==> config.mk <==
export PLATFORM = sky130hd
export DESIGN_NAME = mips_multicycle_ctrl
export DESIGN_NICKNAME = d
export VERILOG_FILES = /design/src/rtl/mips_multicycle_ctrl.sv
export SDC_FILE = /design/constraint.sdc
export NUM_CORES = 1
export LEC_CHECK = 0
export CAP_MARGIN = 10
export CORE_UTILIZATION = 36
export CTS_BUF_LIST = sky130_fd_sc_hd__clkbuf_16
export DETAILED_ROUTE_END_ITERATION = 8
export PLACE_DENSITY = 0.76
export SLEW_MARGIN = 10
export SYNTH_ARGS = -nofsm -noshare
export SYNTH_HDL_FRONTEND = slang
export SYNTH_SLANG_ARGS = --single-unit
==> constraint.sdc <==
create_clock -name clk -period 1.9 [get_ports clk]
set_input_delay 0.57 -clock clk [delete_from_list [all_inputs] [get_ports clk]]
set_output_delay 0.57 -clock clk [all_outputs]
set_load 0.02 [all_outputs]
==> src/rtl/mips_multicycle_ctrl.sv <==
// rtl/mips_multicycle_ctrl.sv - multicycle MIPS control unit FSM
//
// Purpose: sequences lw, sw, R-type, addi, beq, j (and optionally the DSP
// QB add instructions) through a Harris/Harris-style multicycle datapath.
//
// Optional feature: define DSP_QB_EN to enable the Op=0x1F DSP path
// (ADDU.QB / ADDU_S.QB via the DSPEXEC state). Without it Op=0x1F is illegal.
//
// Parameters:
//   FETCH_WAIT  extra FETCH cycles for slow instruction memory (0..15)
// Ports:
//   clk, reset        clock, synchronous active-high reset
//   Op, Funct, Shamt  instruction fields [31:26], [5:0], [10:6]
//   Zero              ALU zero flag (used for beq)
//   IorD, IRWrite, MemWrite, RegWrite, RegDst, MemtoReg, ALUSrcA,
//   PCWrite, Branch   datapath controls decoded from the state register
//   ALUSrcB, PCSrc    2-bit mux selects
//   ALUControl        4-bit ALU operation
//   PCEn              PC load enable = PCWrite | (Branch & Zero)
//   Illegal           unsupported Op/Funct/Shamt in the decoding state
//   State             current state (debug)

module mips_multicycle_ctrl #(
  parameter int unsigned FETCH_WAIT = 0
) (
  input  logic       clk,
  input  logic       reset,
  input  logic [5:0] Op,
  input  logic [5:0] Funct,
  input  logic [4:0] Shamt,
  input  logic       Zero,
  output logic       IorD,
  output logic       IRWrite,
  output logic       MemWrite,
  output logic       RegWrite,
  output logic       RegDst,
  output logic       MemtoReg,
  output logic       ALUSrcA,
  output logic [1:0] ALUSrcB,
  output logic [1:0] PCSrc,
  output logic [3:0] ALUControl,
  output logic       PCWrite,
  output logic       Branch,
  output logic       PCEn,
  output logic       Illegal,
  output logic [3:0] State
);

  localparam logic [3:0] S_FETCH    = 4'd0;
  localparam logic [3:0] S_DECODE   = 4'd1;
  localparam logic [3:0] S_MEMADR   = 4'd2;
  localparam logic [3:0] S_MEMRD    = 4'd3;
  localparam logic [3:0] S_MEMWB    = 4'd4;
  localparam logic [3:0] S_MEMWR    = 4'd5;
  localparam logic [3:0] S_EXECUTE  = 4'd6;
  localparam logic [3:0] S_ALUWB    = 4'd7;
  localparam logic [3:0] S_BRANCH   = 4'd8;
  localparam logic [3:0] S_ADDIEXEC = 4'd9;
  localparam logic [3:0] S_ADDIWB   = 4'd10;
  localparam logic [3:0] S_JUMP     = 4'd11;
  localparam logic [3:0] S_DSPEXEC  = 4'd12;

  localparam logic [3:0] ALU_AND    = 4'd0;
  localparam logic [3:0] ALU_OR     = 4'd1;
  localparam logic [3:0] ALU_ADD    = 4'd2;
  localparam logic [3:0] ALU_XOR    = 4'd3;
  localparam logic [3:0] ALU_SUB    = 4'd6;
  localparam logic [3:0] ALU_SLT    = 4'd7;
  localparam logic [3:0] ALU_ADDUQB = 4'd8;
  localparam logic [3:0] ALU_ADDUSQB = 4'd9;

  localparam logic [5:0] OP_RTYPE = 6'h00;
  localparam logic [5:0] OP_LW    = 6'h23;
  localparam logic [5:0] OP_SW    = 6'h2B;
  localparam logic [5:0] OP_BEQ   = 6'h04;
  localparam logic [5:0] OP_ADDI  = 6'h08;
  localparam logic [5:0] OP_J     = 6'h02;
  localparam logic [5:0] OP_DSP   = 6'h1F;

  localparam logic [3:0] WAIT_LAST = 4'(FETCH_WAIT);

  logic [3:0] state_q, state_d;
  logic [3:0] wait_q, wait_d;
  logic       fetch_done;
  logic       funct_ok;
  logic [3:0] funct_alu;
  logic       dsp_ok;
  logic [3:0] dsp_alu;

  // Instruction fetch completes on the last FETCH cycle; only then are the
  // IR and PC loaded.
  assign fetch_done = (state_q == S_FETCH) && (wait_q == WAIT_LAST);
  assign State      = state_q;

  always_comb begin
    funct_ok  = 1'b1;
    funct_alu = ALU_ADD;
    case (Funct)
      6'h20:   funct_alu = ALU_ADD;
      6'h22:   funct_alu = ALU_SUB;
      6'h24:   funct_alu = ALU_AND;
      6'h25:   funct_alu = ALU_OR;
      6'h26:   funct_alu = ALU_XOR;
      6'h2A:   funct_alu = ALU_SLT;
      default: funct_ok  = 1'b0;
    endcase
  end

`ifdef DSP_QB_EN
  always_comb begin
    dsp_ok  = 1'b0;
    dsp_alu = ALU_ADD;
    if (Funct == 6'h10) begin
      if (Shamt == 5'd0) begin
        dsp_ok  = 1'b1;
        dsp_alu = ALU_ADDUQB;
      end else if (Shamt == 5'd4) begin
        dsp_ok  = 1'b1;
        dsp_alu = ALU_ADDUSQB;
      end
    end
  end
`else
  assign dsp_ok  = 1'b0;
  assign dsp_alu = ALU_ADD;
  logic unused_dsp;
  assign unused_dsp = ^{Shamt, dsp_ok, dsp_alu, ALU_ADDUQB, ALU_ADDUSQB, OP_DSP};
`endif

  // Next-state logic. The wait counter only advances inside FETCH and is
  // zero everywhere else, so it is already clear on every entry to FETCH.
  always_comb begin
    state_d = state_q;
    wait_d  = 4'd0;
    case (state_q)
      S_FETCH: begin
        if (fetch_done) state_d = S_DECODE;
        else            wait_d  = wait_q + 4'd1;
      end
      S_DECODE: begin
        case (Op)
          OP_RTYPE:      state_d = S_EXECUTE;
          OP_LW, OP_SW:  state_d = S_MEMADR;
          OP_BEQ:        state_d = S_BRANCH;
          OP_ADDI:       state_d = S_ADDIEXEC;
          OP_J:          state_d = S_JUMP;
`ifdef DSP_QB_EN
          OP_DSP:        state_d = S_DSPEXEC;
`endif
          default:       state_d = S_FETCH;
        endcase
      end
      S_MEMADR:   state_d = (Op == OP_LW) ? S_MEMRD : S_MEMWR;
      S_MEMRD:    state_d = S_MEMWB;
      S_EXECUTE:  state_d = funct_ok ? S_ALUWB : S_FETCH;
      S_DSPEXEC:  state_d = dsp_ok ? S_ALUWB : S_FETCH;
      S_ADDIEXEC: state_d = S_ADDIWB;
      default:    state_d = S_FETCH;
    endcase
  end

  always_ff @(posedge clk) begin
    if (reset) begin
      state_q <= S_FETCH;
      wait_q  <= 4'd0;
    end else begin
      state_q <= state_d;
      wait_q  <= wait_d;
    end
  end

  // Output decode. Illegal and ALUControl also look at the instruction
  // fields; everything else depends only on the registered state.
  always_comb begin
    IorD       = 1'b0;
    IRWrite    = 1'b0;
    MemWrite   = 1'b0;
    RegWrite   = 1'b0;
    RegDst     = 1'b0;
    MemtoReg   = 1'b0;
    ALUSrcA    = 1'b0;
    ALUSrcB    = 2'b00;
    PCSrc      = 2'b00;
    ALUControl = ALU_AND;
    PCWrite    = 1'b0;
    Branch     = 1'b0;
    Illegal    = 1'b0;
    case (state_q)
      S_FETCH: begin
        ALUSrcB    = 2'b01;
        ALUControl = ALU_ADD;
        IRWrite    = fetch_done;
        PCWrite    = fetch_done;
      end
      S_DECODE: begin
        ALUSrcB    = 2'b11;
        ALUControl = ALU_ADD;
        case (Op)
          OP_RTYPE, OP_LW, OP_SW, OP_BEQ, OP_ADDI, OP_J: Illegal = 1'b0;
`ifdef DSP_QB_EN
          OP_DSP:  Illegal = 1'b0;
`endif
          default: Illegal = 1'b1;
        endcase
      end
      S_MEMADR, S_ADDIEXEC: begin
        ALUSrcA    = 1'b1;
        ALUSrcB    = 2'b10;
        ALUControl = ALU_ADD;
      end
      S_MEMRD: IorD = 1'b1;
      S_MEMWR: begin
        IorD     = 1'b1;
        MemWrite = 1'b1;
      end
      S_MEMWB: begin
        MemtoReg = 1'b1;
        RegWrite = 1'b1;
      end
      S_EXECUTE: begin
        ALUSrcA    = 1'b1;
        ALUControl = funct_alu;
        Illegal    = ~funct_ok;
      end
      S_ALUWB: begin
        RegDst   = 1'b1;
        RegWrite = 1'b1;
      end
      S_ADDIWB: RegWrite = 1'b1;
      S_BRANCH: begin
        ALUSrcA    = 1'b1;
        ALUControl = ALU_SUB;
        PCSrc      = 2'b01;
        Branch     = 1'b1;
      end
      S_JUMP: begin
        PCSrc   = 2'b10;
        PCWrite = 1'b1;
      end
      S_DSPEXEC: begin
        ALUSrcA    = 1'b1;
        ALUControl = dsp_alu;
        Illegal    = ~dsp_ok;
      end
      default: ;
    endcase
    // No architectural write may escape while reset is held.
    if (reset) begin
      IRWrite  = 1'b0;
      MemWrite = 1'b0;
      RegWrite = 1'b0;
      PCWrite  = 1'b0;
    end
    PCEn = (PCWrite | (Branch & Zero)) & ~reset;
  end

endmodule

# Yosys cells after proc, flatten, opt, wreduce, memory -nomap -nowiden
# Cells that the tools add are included.
[totals]
ff_bits = 8
elab_cells = 71
out_inout_bits = 23
in_bits = 20
[classes]
add_sub_neg = 1
eq_ne = 24
mux = 25
n_reduce_logical = 13
n_bitwise = 6
[ops]
columns = ["op", "n"]
rows = [
  ["== test 6 bit (second input constant)", 8],
  ["case mux 4 bit (6 select lines)", 1],
  ["== test 4 bit (second input constant)", 5],
  ["case mux 4 bit (5 select lines)", 1],
  ["== test 4 x 3 -> 1 bit (second input constant)", 4],
  ["case mux 3 bit (5 select lines)", 1],
  ["two-way mux 1 bit", 14],
  ["case mux 4 bit (3 select lines)", 1],
  ["OR reduction 6 bit", 2],
  ["OR reduction 5 bit", 2],
  ["== test 4 x 2 -> 1 bit (second input constant)", 2],
  ["zero test 4 bit", 2],
  ["== test 6 x 2 -> 1 bit (second input constant)", 1],
  ["== test 6 x 3 -> 1 bit (second input constant)", 1],
  ["== test 6 x 4 -> 1 bit (second input constant)", 1],
  ["zero test 6 bit", 1],
  ["two-way mux 3 bit", 2],
  ["case mux 2 bit (3 select lines)", 1],
  ["OR reduction 2 bit", 3],
  ["OR reduction 3 bit", 2],
  ["adder 4 x 1 -> 4 bit (second input constant)", 1],
  ["== test 4 x 1 -> 1 bit (second input constant)", 1],
  ["two-way mux 4 bit", 1],
  ["case mux 2 bit (2 select lines)", 1],
  ["other kinds (7)", 10],
]

# Depth between registers and ports, before layout
# Gate-level depths: netlist of the first run.
[depth]
depth_word = 6
depth_mapped = 6
ltp_nobuf = 6

# Worst setup path before layout of the first run
# OpenSTA, ideal clock, no wires.
[synth_path]
kind = "reg-to-output"
startpoint = "register state_q[3] (netlist: State[3])"
endpoint = "output port PCEn"
t_arrival_ns = 1.727
t_required_ns = 1.330
n_path_buf = 0
setup_slack_ns = -0.397
path_stages_with_launch = 5
cell_sequence = "dfxtp_1 nand2b_1 nor3_1 a22oi_1 nor2_1"
[synth_between]
elab_cells_between_ends = 10
cone_classes = "eq/ne: 2; mux: 3; bitwise: 3; reduce/logical: 2"
[synth_rtl]
columns = ["item", "line_no", "text"]
rows = [
  ["start, declared", "82", "logic [3:0] state_q, state_d;"],
  ["start signal, assigned", "167", "state_q <= state_d;"],
  ["== test 4 bit", "188", "case (state_q)"],
  ["two-way mux 1 bit", "188", ""],
  ["via Branch", "43", "output logic Branch,"],
  ["bitwise AND 1 bit", "254", "PCEn = (PCWrite | (Branch & Zero)) & ~reset;"],
  ["bitwise OR 1 bit", "254", ""],
  ["bitwise AND 1 bit", "254", ""],
  ["end, declared", "44", "output logic PCEn,"],
]
# The timed path passes the listed nets, and every way through them passes these cells.

# Worst setup path in the final report of the first run
[layout_path]
startpoint = "input port Op[3]"
endpoint = "output port Illegal"
[layout_between]
elab_chain_len = 4
elab_cells_between_ends = 9
cone_classes = "eq/ne: 5; mux: 2; reduce/logical: 2"
[layout_lines]
columns = ["item", "line_no", "text"]
rows = [
  ["start, declared", "28", "input logic [5:0] Op,"],
  ["== test 6 bit (tied with other cells)", "198", "case (Op)"],
  ["OR reduction 6 bit *", "198", ""],
  ["two-way mux 1 bit *", "198", ""],
  ["case mux 1 bit (3 select lines) *", "188", ""],
  ["end, declared", "45", "output logic Illegal,"],
]
# Mark *: on every way between the ends. The rest lies on a longest branch, timed or not.

==> flow_summary_export.csv, run 1 <==
group,metric,value,unit
global_route,grt_pass1_vias,1214,
placed_design,dpl_cell_area,1560,sq um
final_layout,fin_util,0.8683,
timing,setup_viol,8,
worst_setup_path,max_stage_delay,0.25,ns
floorplan,die_x,51.11,um
route,drc_errors,0,
logic_synthesis,yosysUniqueCellTypes,47,
min_path,hp-class,"flip-flop to flip-flop",
worst_setup_path,crit_path_end_kind,"primary output",
final_layout,fin_area,1939,sq um
final_layout,fillCellCount,117,
worst_setup_path,cp_cell_sequence,"buf_6, buf_6, o21ai_0, o21ai_1, nor4_2, buf_4, o32ai_4, buf_6",
floorplan,core,2233,sq um
global_route,gr-total-overflow,0,
logic_synthesis,yosysWarnings,0,
timing,setup_ws,-0.3733,ns
timing,grt_setup_unrepaired,"true",
cts,clockRootBuffer,"clkbuf_16",
placed_design,port_buffers,36,
outcome,status,"finished with violations",
logic_synthesis,synth_ff_type,"dfxtp_1",
worst_setup_path,reg2regPathDepth,8,
global_route,grt_usage,0.2842,
route,antenna_left,0,
placed_design,gp_congestion,0.8944,
worst_setup_path,critical_path.top_delay_family,"buffers and inverters",
worst_setup_path,crit_arrival,1.70,ns
worst_setup_path,critPathMaxFanout,6,
timing,hold_viol_final,0,
global_route,antenna_found_initial,0,
worst_setup_path,crit_buf_inv,4,
logic_synthesis,yosysSeqAreaShare,0.1844,
cts,cts-buffers-inserted,3,
logic_synthesis,synth_edf_count,0,
worst_setup_path,worstReg2RegEnd,"State[1]$_SDFFE_PP0P_",
timing,finalMaxSlewViolations,0,
final_layout,num-nets-final,225,
timing,fin_skew,0.001463,ns
logic_synthesis,syn_avg_cell_area,7.236,sq um
worst_setup_path,r2r-start,"wait_q[0]$_SDFF_PP0_",
final_layout,syn_to_final_growth,123.3,%
min_path,min_from,"wait_q[0]$_SDFF_PP0_",
logic_synthesis,syn-num-nets,142,
worst_setup_path,crit_cells,8,
cts,tritoncts,"built",
timing,post-route-period-util,1.196,
worst_setup_path,crit_path_start_kind,"primary input",
min_path,hold_end,"wait_q[0]$_SDFF_PP0_",
floorplan,dieHeight,51.11,um
worst_setup_path,path_class,"primary input to primary output",
floorplan,start_util,0.3888,
worst_setup_path,cpMostUsedCell,"buf_6",
route,routed_wl,4.089,mm
power,power.density,412.2,nW/um^2
route,dr.pass1.iters,4,
logic_synthesis,synth_cells,120,
route,drtIter0Drc,42,
logic_synthesis,synth_area_leader_cell,"dfxtp_1",
route,via_count,1263,
timing,fin_crit,2.273,ns
outcome,violations,"setup timing",
power,p_leak,0.0009038,uW
min_path,whs_path_depth,2,
worst_setup_path,crit_required,1.33,ns
cts,path_clk_slew,0.04,ns
flow_run,maxCapViolCount,0,
final_layout,drive_above_1_share,0.6617,
final_layout,regArea,172.7,sq um
logic_synthesis,ys_top_cells_by_area,"dfxtp_1, buf_6, nor2_1",
logic_synthesis,synth_area,868.3,sq um
worst_setup_path,r2r_slack,0.38,ns
final_layout,multi_input_area,833.3,sq um
final_layout,n_antenna_cell,0,
cts,clock_path_buffers,2,
cts,htreeDepth,1,
floorplan,die_area,2612,sq um
logic_synthesis,synthArstFlopShare,0,
cts,clock_latency,0.23,ns
floorplan,num_io_pins,43,
floorplan,rows,17,
power,power,799.4,uW
logic_synthesis,synth_seq_cells,8,
global_route,grt_max_degree,8,
worst_setup_path,critPathSlowestCell,"nor4_2",
placed_design,dp_hpwl,2.251,mm
logic_synthesis,synth_top_area_share,0.1844,
cts,cts_num_sinks,8,
route,vias_per_cell,5.515,
timing,fmax,0.4399,GHz
power,peakVddDrop,0.0006249,V
route,wl_per_cell,17.86,um
global_route,grt_pass1_wl,5.561,mm
## cell families (layout without fill, tap and decap cells)
kind of cell,after synthesis,in the layout,synth area share
AND/OR/NAND/NOR,55,55,0.3271
AO/OA/AOI/OAI,29,29,0.2421
buffers and inverters,18,99,0.1398
flip-flops,8,8,0.1844
XOR/XNOR,5,5,0.05044
adder cells (fa/ha/maj),2,2,0.02881
multiplexers,2,2,0.02306
other,1,1,0.004319
## flip-flops by register name, summed over array words and instances, names as in the netlist
name / count
State: 4
wait_q: 4
## timing repair
item                       in CTS  in global routing
setup endpoints to repair      24                 19
setup buffers                   5                  5
hold buffers                    0                  0
gates resized for setup       182                 40
pin swaps                      27                 20
## through the flow
stage | TNS [ns] | setup slack (ns) | std cells | hold WS [ns]
finish | -1.663 | -0.3733 | 229 | 0.5131
global route | -2.056 | -0.4495 | 229 | 0.5197
CTS | -1.644 | -0.3853 | 225 | 0.5140
detailed placement | -10.16 | -1.225 | 217 | 0.5142
global placement | -9.672 | -1.189 | 217 | 0.5016
floorplan | -0.3829 | -0.1779 | 120 | 0.4297
## Yosys cell counts, types with 2 or more instances
cell type and instances:
a21oi_1 7, a31oi_1 2, buf_4 2, buf_6 6
dfxtp_1 8, ha_1 2, inv_1 8, mux2i_1 2
nand2_1 8, nand2b_1 3, nand3_1 4, nand4_1 2
nor2_1 16, nor2b_1 4, nor3_1 6, o21ai_0 3
o21bai_1 2, o31ai_1 2, or3_1 2, xnor2_1 3
xor2_1 2
## power by group
group | leakage [uW] | internal, uW | switching (uW)
clock | 0.0000370 | 271 | 79.6
combinational | 0.000799 | 144 | 129
sequential | 0.0000681 | 170 | 5.19
total | 0.000904 | 586 | 214
## worst max path at each step
stage / from / endpoint / slack (ns)
after floorplan: Op[3] / Illegal / -0.18
after global placement: Op[0] / Illegal / -1.19
after detailed placement: Op[0] / Illegal / -1.22
after CTS: wait_q[1]$_SDFF_PP0_ / PCEn / -0.39
after global routing: wait_q[0]$_SDFF_PP0_ / PCEn / -0.45
final: Op[3] / Illegal / -0.37
## cell type report
cell class                      count  share of cell area
Timing Repair Buffer               88              0.4077
Multi-Input combinational cell     94              0.4297
Clock buffer                        3             0.03871
Tap cell                           28             0.01806
Sequential cell                     8             0.08903
Inverter                            8             0.01677
## worst reg2reg max path: cells and delay by family, from the launching register on
| kind | cells | cell delay [ns] |
|---|---|---|
| AO/OA/AOI/OAI | 3 | 0.52 |
| adder cells (fa/ha/maj) | 1 | 0.12 |
| buffers and inverters | 3 | 0.23 |
| flip-flops | 1 | 0.31 |
| AND/OR/NAND/NOR | 1 | 0.26 |
## metal layers
layer,global-route usage,routed length [um],vias up
met4,0.1250,122,0
met1,0.3065,1450,610
met3,0.03571,236,15
met2,0.5417,2279,55
met5,0,0,-
li1,-,-,583
## layout by cell type, fill, tap and decap left out, types with 4 or more instances in the layout
master	synthesis	final
dfxtp_2	0	4
inv_1	8	5
clkbuf_2	0	4
nand2_1	8	6
buf_6	6	32
dlygate4sd2_1	0	4
buf_4	2	39
nand3_1	4	4
buf_2	1	4
a21oi_2	1	5
nor2_1	16	12
(Power assumes the default switching activity.)
==> inputs of run 2 (changes only) <==
--- a/config.mk
+++ b/config.mk
@@ -5,7 +5,7 @@
 export SDC_FILE = /design/constraint.sdc
 export NUM_CORES = 1
 export LEC_CHECK = 0
-export CAP_MARGIN = 10
+export CAP_MARGIN = 20
 export CORE_UTILIZATION = 36
 export CTS_BUF_LIST = sky130_fd_sc_hd__clkbuf_16
 export DETAILED_ROUTE_END_ITERATION = 8
==> results of run 2 <==
The final DEF is identical to that of run 1; final timing and power are the same.
